--- config.mk ---
export PLATFORM = sky130hd
export DESIGN_NAME = prim_fifo_sync_wm
export DESIGN_NICKNAME = d
export VERILOG_FILES = /design/src/rtl/prim_fifo_pkg.sv /design/src/rtl/prim_fifo_ptr.sv /design/src/rtl/prim_fifo_sync_wm.sv
export SDC_FILE = /design/constraint.sdc
export NUM_CORES = 1
export LEC_CHECK = 0
export BUFFER_PORTS_ARGS = -buffer_cell sky130_fd_sc_hd__buf_4
export CELL_PAD_IN_SITES_DETAIL_PLACEMENT = 0
export CELL_PAD_IN_SITES_GLOBAL_PLACEMENT = 1
export CORE_UTILIZATION = 30
export DETAILED_ROUTE_END_ITERATION = 8
export PLACE_DENSITY_LB_ADDON = 0.1
export REMOVE_ABC_BUFFERS = 1
export SLEW_MARGIN = 20
export SYNTH_ARGS = -nofsm -noshare
export SYNTH_HDL_FRONTEND = slang
export SYNTH_SLANG_ARGS = --single-unit
--- constraint.sdc ---
create_clock -name clk_i -period 5.02 [get_ports clk_i]
set_input_delay 0 -clock clk_i [delete_from_list [all_inputs] [get_ports clk_i]]
set_output_delay 0 -clock clk_i [all_outputs]
set_load 0.005 [all_outputs]
--- src/rtl/prim_fifo_pkg.sv ---
// Shared sizing helper and status bundle for the prim_fifo family (sync, async, multi-channel).
package prim_fifo_pkg;

  // Upper bound on the depth field of the status bundle; any single FIFO uses the low DepthW bits.
  localparam int StatusDepthW = 16;

  // Width needed to hold an occupancy of 0..depth; a zero-depth FIFO still gets a 1-bit field.
  function automatic int fifo_cnt_w(input int depth);
    return (depth == 0) ? 1 : $clog2(depth + 1);
  endfunction

  typedef struct packed {
    logic                    full;
    logic                    almost_full;
    logic                    almost_empty;
    logic [StatusDepthW-1:0] depth;
  } fifo_status_t;

endpackage

--- src/rtl/prim_fifo_ptr.sv ---
// Wrapping pointer 0..Depth-1 with synchronous reset, flush and increment.
module prim_fifo_ptr #(
  parameter int Depth = 4,
  localparam int PtrW = (Depth > 1) ? $clog2(Depth) : 1
) (
  input  logic            clk_i,
  input  logic            rst_i,
  input  logic            clr_i,
  input  logic            incr_i,
  output logic [PtrW-1:0] ptr_o
);

  localparam logic [PtrW-1:0] Last = PtrW'(Depth - 1);

  // Explicit wrap at Depth-1 keeps non-power-of-2 depths exact.
  always_ff @(posedge clk_i) begin
    if (rst_i || clr_i) begin
      ptr_o <= '0;
    end else if (incr_i) begin
      ptr_o <= (ptr_o == Last) ? '0 : ptr_o + 1'b1;
    end
  end

endmodule

--- src/rtl/prim_fifo_sync_wm.sv ---
// Synchronous valid/ready FIFO with watermarks, occupancy and peak monitor; any Depth incl. 0.
// Pass=1 gives zero-latency bypass when empty; full FIFO never accepts a write even while being read.
module prim_fifo_sync_wm
  import prim_fifo_pkg::*;
#(
  parameter int  Width             = 16,
  parameter int  Depth             = 4,
  parameter bit  Pass              = 1'b1,
  parameter bit  OutputZeroIfEmpty = 1'b1,
  localparam int DepthW            = fifo_cnt_w(Depth)
) (
  input  logic              clk_i,
  input  logic              rst_i,
  input  logic              clr_i,
  input  logic              wvalid_i,
  output logic              wready_o,
  input  logic [Width-1:0]  wdata_i,
  output logic              rvalid_o,
  input  logic              rready_i,
  output logic [Width-1:0]  rdata_o,
  input  logic [DepthW-1:0] af_thresh_i,
  input  logic [DepthW-1:0] ae_thresh_i,
  output logic              full_o,
  output logic [DepthW-1:0] depth_o,
  output logic              almost_full_o,
  output logic              almost_empty_o,
  output logic [DepthW-1:0] peak_o
);

  if (Depth == 0) begin : g_wire
    logic unused_wire;
    assign unused_wire    = ^{clk_i, rst_i, clr_i, ae_thresh_i};

    assign wready_o       = rready_i;
    assign rvalid_o       = wvalid_i;
    assign rdata_o        = (OutputZeroIfEmpty && !wvalid_i) ? '0 : wdata_i;
    assign full_o         = 1'b1;
    assign depth_o        = '0;
    assign peak_o         = '0;
    assign almost_empty_o = 1'b1;
    assign almost_full_o  = (af_thresh_i == '0);

  end else begin : g_fifo
    logic [DepthW-1:0] count_q, count_d, peak_q;
    logic              init_q;
    logic              gate, empty, full;
    logic              push, pop, bypass, store_wr, rd_adv;
    logic [Width-1:0]  mem_rdata, rdata_raw;
    fifo_status_t      status;
    logic              unused_status;

    // Reset, the post-reset init cycle and a flush all block both handshakes.
    assign gate     = rst_i | init_q | clr_i;
    assign empty    = (count_q == '0);
    assign full     = (count_q == DepthW'(Depth));

    assign wready_o = ~full & ~gate;
    assign rvalid_o = (~empty | (Pass & wvalid_i)) & ~gate;

    assign push     = wvalid_i & wready_o;
    assign pop      = rvalid_o & rready_i;
    // A pop while empty can only be the bypassed write itself; it never touches storage.
    assign bypass   = Pass & empty & pop;
    assign store_wr = push & ~bypass;
    assign rd_adv   = pop & ~bypass;

    always_comb begin
      count_d = count_q;
      if (store_wr && !rd_adv) begin
        count_d = count_q + 1'b1;
      end else if (rd_adv && !store_wr) begin
        count_d = count_q - 1'b1;
      end
    end

    always_ff @(posedge clk_i) begin
      if (rst_i) begin
        count_q <= '0;
        peak_q  <= '0;
        init_q  <= 1'b1;
      end else begin
        init_q <= 1'b0;
        if (clr_i) begin
          count_q <= '0;
          peak_q  <= '0;
        end else begin
          count_q <= count_d;
          if (count_d > peak_q) begin
            peak_q <= count_d;
          end
        end
      end
    end

    if (Depth == 1) begin : g_single
      logic [Width-1:0] mem_q;

      always_ff @(posedge clk_i) begin
        if (store_wr) begin
          mem_q <= wdata_i;
        end
      end

      assign mem_rdata = mem_q;

    end else begin : g_multi
      localparam int PtrW = $clog2(Depth);

      logic [PtrW-1:0]  wptr, rptr;
      logic [Width-1:0] mem_q [Depth];

      prim_fifo_ptr #(.Depth(Depth)) u_wptr (
        .clk_i  (clk_i),
        .rst_i  (rst_i),
        .clr_i  (clr_i),
        .incr_i (store_wr),
        .ptr_o  (wptr)
      );

      prim_fifo_ptr #(.Depth(Depth)) u_rptr (
        .clk_i  (clk_i),
        .rst_i  (rst_i),
        .clr_i  (clr_i),
        .incr_i (rd_adv),
        .ptr_o  (rptr)
      );

      always_ff @(posedge clk_i) begin
        if (store_wr) begin
          mem_q[wptr] <= wdata_i;
        end
      end

      assign mem_rdata = mem_q[rptr];
    end

    assign rdata_raw = (Pass && empty) ? wdata_i : mem_rdata;
    assign rdata_o   = (OutputZeroIfEmpty && !rvalid_o) ? '0 : rdata_raw;

    assign status.full         = full;
    assign status.almost_full  = (count_q >= af_thresh_i);
    assign status.almost_empty = (count_q <= ae_thresh_i);
    assign status.depth        = StatusDepthW'(count_q);
    assign unused_status       = ^status.depth[StatusDepthW-1:DepthW];

    assign full_o         = status.full;
    assign almost_full_o  = status.almost_full;
    assign almost_empty_o = status.almost_empty;
    assign depth_o        = status.depth[DepthW-1:0];
    assign peak_o         = peak_q;
  end

endmodule

==> insert_results.sql <==
INSERT INTO impl_metrics (metric_group, metric, value, unit) VALUES
('power', 'static-leakage-power', '0.001730', 'uW'),
('place', 'placed_cells_incl_taps', '451', ''),
('floorplan', 'ios', '54', ''),
('routing', 'drt-pass1-iter-count', '6', ''),
('critical_path', 'cp.arrival', '3310', 'ps'),
('floorplan', 'fp.dieW', '111.8', 'um'),
('floorplan', 'initial_core_util', '31.25', '%'),
('global_route', 'grt_use_total', '13.77', '%'),
('timing', 'max_freq', '325.0', 'MHz'),
('critical_path', 'critical_path.endpoint_type', 'flop', ''),
('final_layout', 'area_growth', '27.60', '%'),
('synth', 'ys_seq_area_share', '60.39', '%'),
('routing', 'route.met2.wl', '4018', 'um'),
('power', 'total_power', '1425', 'uW'),
('final_layout', 'fin_nets', '380', ''),
('synth', 'post_synthesis_area_per_instance', '13.64', 'um2'),
('global_route', 'largest_net_degree_at_the_start_of_global_routing', '19', ''),
('timing', 'period_needed', '3077', 'ps'),
('critical_path', 'crit_path_kind', 'reg -> reg', ''),
('floorplan', 'placement_rows', '39', ''),
('cts', 'post_cts.resized_instances', '0', ''),
('floorplan', 'floorplan.die.height', '111.8', 'um'),
('place', 'place.detailed.hpwl', '5022', 'um'),
('routing', 'postRouteAntennaNets', '0', ''),
('synth', 'post_synth_num_cell_types', '43', ''),
('place', 'io_buffer_count', '53', ''),
('timing', 'grt_setup_unrepaired', 'false', ''),
('timing', 'slew_violations', '0', ''),
('cts', 'cts_root_buffer', 'sky130_fd_sc_hd__clkbuf_16', ''),
('global_route', 'grt_antenna_before_repair', '0', ''),
('synth', 'ys_warn_count', '0', ''),
('cts', 'cts_buffer_depth', '2', ''),
('cts', 'tritoncts_buffers', '9', ''),
('routing', 'route.detailed.wl_per_inst', '16.21', 'um'),
('power', 'worst_ir_drop_vdd', '129.1', 'uV'),
('global_route', 'first_pass_grt_wire_length', '12880', 'um'),
('critical_path', 'setup.worst_path.start_class', 'flop', ''),
('outcome', 'result_of_the_run', 'finished, violations left', ''),
('routing', 'route.detailed.vias_per_inst', '4.806', ''),
('routing', 'total_routed_length', '7848', 'um'),
('final_layout', 'fillCellCount', '1107', ''),
('timing', 'hold_viol_final', '0', ''),
('power', 'pwr_density_cell', '309.0', 'nW/um2'),
('outcome', 'violations', 'design-rule violations', ''),
('place', 'place.gp.congestion', '0.7516', ''),
('routing', 'detailroute.via_count', '2326', ''),
('final_layout', 'drive_above_1_share', '30.21', '%'),
('flow_run', 'cap_viol_max_count', '0', ''),
('cts', 'clock-sinks', '77', ''),
('routing', 'met1Wirelength', '3449', 'um'),
('cts', 'tritoncts', 'built', ''),
('synth', 'synthesis.instances', '265', ''),
('critical_path', 'cp_max_fo', '10', ''),
('timing', 'tightest_slew', '873.3', 'ps'),
('floorplan', 'floorplan.die_area', '12490', 'um2'),
('cts', 'clock_tree.htree_level_count', '3', ''),
('timing', 'holdWs', '75.47', 'ps'),
('timing', 'relSlewSlack', '41.70', '%'),
('synth', 'synth_area', '3613', 'um2'),
('routing', 'dr_wl_met3', '299', 'um'),
('cts', 'clkLatencyLatePin', '330', 'ps'),
('timing', 'totalNegativeSetupSlack', '0', 'ps'),
('global_route', 'grt_overflow', '0', ''),
('final_layout', 'layoutNonFillerInstCount', '484', ''),
('final_layout', 'insertedDiodeCount', '0', ''),
('critical_path', 'cp.required', '5260', 'ps'),
('synth', 'ys_ff_latch', '77', ''),
('routing', 'drc_violation_count_after_routing', '2', ''),
('timing', 'timing.final.setup_violations', '0', ''),
('routing', 'detailedRoute.firstIterationViolations', '122', ''),
('timing', 'skew', '8.098', 'ps'),
('routing', 'maxUsedRoutingLayer', 'met4', ''),
('min_path', 'timing.hold.worst.class', 'in -> reg', ''),
('global_route', 'first_global_vias', '2345', ''),
('cts', 'clkTransAtPathRegs', '60', 'ps'),
('timing', 'finalCritPeriodShare', '61.29', '%'),
('floorplan', 'core_area', '11560', 'um2');
cells in the final DEF (no fill, tap or decap), types with 2 or more instances in the layout:
cell                            Yosys  layout
sky130_fd_sc_hd__o41ai_2            2       2
sky130_fd_sc_hd__edfxtp_1          64      64
sky130_fd_sc_hd__nand2b_1           3       3
sky130_fd_sc_hd__clkbuf_16          0       9
sky130_fd_sc_hd__buf_4              2      56
sky130_fd_sc_hd__ha_1              17      17
sky130_fd_sc_hd__mux4_2            16      16
sky130_fd_sc_hd__a21o_1             3       3
sky130_fd_sc_hd__nand4b_1           2       2
sky130_fd_sc_hd__dfxtp_1           13      13
sky130_fd_sc_hd__nor2_1             8       8
sky130_fd_sc_hd__and3_2             4       4
sky130_fd_sc_hd__nand2_1           39      39
sky130_fd_sc_hd__dlygate4sd3_1      0      17
sky130_fd_sc_hd__inv_1             15      15
sky130_fd_sc_hd__nor3_1             4       4
sky130_fd_sc_hd__a21oi_1           24      24
sky130_fd_sc_hd__nand3_1            4       4
sky130_fd_sc_hd__o211ai_1           2       2
sky130_fd_sc_hd__nor2b_1            3       3
sky130_fd_sc_hd__inv_6              0       2
sky130_fd_sc_hd__or2_2              2       2
sky130_fd_sc_hd__a211oi_1           2       2
sky130_fd_sc_hd__o21a_1             3       3
sky130_fd_sc_hd__clkinvlp_4         0       3
sky130_fd_sc_hd__o22ai_1            2       2
sky130_fd_sc_hd__and2_2             2       2
sky130_fd_sc_hd__o21ai_0            3       3
report_power, final:
group,internal (uW),switching [uW],total (uW),leakage [uW]
Sequential,694,2.15,696,0.000681
Combinational,43.9,41.7,85.6,0.000914
Clock,388,255,643,0.000136
routing by layer:
metal | up-vias | GRT usage [%]
li1 | 1130 | -
met1 | 1136 | 16.85
met2 | 54 | 23.89
met3 | 6 | 3.484
met4 | 0 | 4.054
met5 | - | 0
repair_timing:
item	CTS	global route
hold buffers	17	0
endpoints found under the hold margin	65	0
buffers inserted	0	0
state kept, by name, summed over array words and instances, names as in the netlist, named ones only:
| signal | count |
|---|---|
| g_fifo.init_q | 1 |
| g_fifo.g_multi.u_rptr.ptr_o | 2 |
| g_fifo.g_multi.u_wptr.ptr_o | 2 |
| peak_o | 3 |
| g_fifo.g_multi.mem_q | 64 |
| depth_o | 3 |
synthesized netlist by cell type:
library cell	instances	share of area [%]
sky130_fd_sc_hd__and2b_1	1	0.21
sky130_fd_sc_hd__buf_4	2	0.42
sky130_fd_sc_hd__xnor2_1	1	0.24
sky130_fd_sc_hd__nor3_1	4	0.55
sky130_fd_sc_hd__and3_2	4	0.83
sky130_fd_sc_hd__and2_2	2	0.42
sky130_fd_sc_hd__and3_1	1	0.17
sky130_fd_sc_hd__ha_1	17	5.9
sky130_fd_sc_hd__nor4b_4	1	0.66
sky130_fd_sc_hd__dfxtp_1	13	7.2
sky130_fd_sc_hd__a21o_1	3	0.62
sky130_fd_sc_hd__or3b_1	1	0.24
sky130_fd_sc_hd__a221o_2	1	0.31
sky130_fd_sc_hd__and2b_2	1	0.24
sky130_fd_sc_hd__o21ai_0	3	0.42
sky130_fd_sc_hd__nor2_1	8	0.83
sky130_fd_sc_hd__o22ai_1	2	0.35
sky130_fd_sc_hd__or2_2	2	0.35
sky130_fd_sc_hd__clkbuf_1	3	0.31
sky130_fd_sc_hd__o21ba_2	1	0.28
sky130_fd_sc_hd__mux4_2	16	10
sky130_fd_sc_hd__o31ai_1	1	0.21
sky130_fd_sc_hd__nand3_1	4	0.55
sky130_fd_sc_hd__edfxtp_1	64	53
sky130_fd_sc_hd__a32oi_1	1	0.24
sky130_fd_sc_hd__buf_2	6	0.83
sky130_fd_sc_hd__nand4b_1	2	0.48
sky130_fd_sc_hd__buf_6	1	0.31
sky130_fd_sc_hd__buf_1	1	0.10
sky130_fd_sc_hd__nor2b_1	3	0.52
sky130_fd_sc_hd__a211oi_1	2	0.42
sky130_fd_sc_hd__nand2b_1	3	0.52
sky130_fd_sc_hd__or3_1	1	0.17
sky130_fd_sc_hd__nor4b_2	1	0.42
sky130_fd_sc_hd__o21a_1	3	0.62
sky130_fd_sc_hd__nand2_1	39	4.1
sky130_fd_sc_hd__inv_1	15	1.6
sky130_fd_sc_hd__a311oi_1	1	0.24
sky130_fd_sc_hd__o41ai_2	2	0.90
sky130_fd_sc_hd__a21oi_1	24	3.3
sky130_fd_sc_hd__o211ai_1	2	0.42
sky130_fd_sc_hd__o211a_2	1	0.28
sky130_fd_sc_hd__o21ai_1	1	0.14
per-stage QoR:
step,cell area (um2),util [%],setup WS [ps]
global placement,4141,35.81,2032
finish,4611,39.87,1943
global route,4611,39.87,1670
CTS,4611,39.87,1970
detailed placement,4141,35.81,1980
floorplan,3542,-,2288
area by class of cell:
type	instances	area, um2	share of cell area, %
Sequential cell	77	2182	47.33
Multi-Input combinational cell	160	1304	28.28
Timing Repair Buffer	73	590.6	12.81
Clock buffer	10	229.0	4.966
Tap cell	143	178.9	3.881
Clock inverter	6	70.07	1.520
Inverter	15	56.30	1.221
path summary, 6_finish.rpt:
check,start,cells after the start,slack [ps],endpoint
min,clr_i,4,80,peak_o[2]
max reg2reg,depth_o[0],11,1940,peak_o[1]
min reg2reg,g_fifo.g_multi.u_rptr.ptr_o[1],2,490,flop
max,depth_o[0],11,1940,peak_o[1]
kinds of logic after synthesis:
logic type,synth area share (%)
AO/OA/AOI/OAI,8.760
flip-flops,60.39
XOR/XNOR,0.2424
adder cells (fa/ha/maj),5.886
buffers and inverters,3.532
AND/OR/NAND/NOR,11.22
multiplexers,9.972
worst max-delay path, stage by stage (launching register included):
cell	delay (ps)
sky130_fd_sc_hd__dfxtp_1	340
sky130_fd_sc_hd__inv_1	210
sky130_fd_sc_hd__ha_1	360
sky130_fd_sc_hd__or3b_1	400
sky130_fd_sc_hd__a21o_1	180
sky130_fd_sc_hd__o22ai_1	280
sky130_fd_sc_hd__nor2_1	80
sky130_fd_sc_hd__ha_1	290
sky130_fd_sc_hd__nand3_1	80
sky130_fd_sc_hd__o21ai_0	200
sky130_fd_sc_hd__or2_2	370
sky130_fd_sc_hd__o41ai_2	200
(Power assumes the default switching activity.)
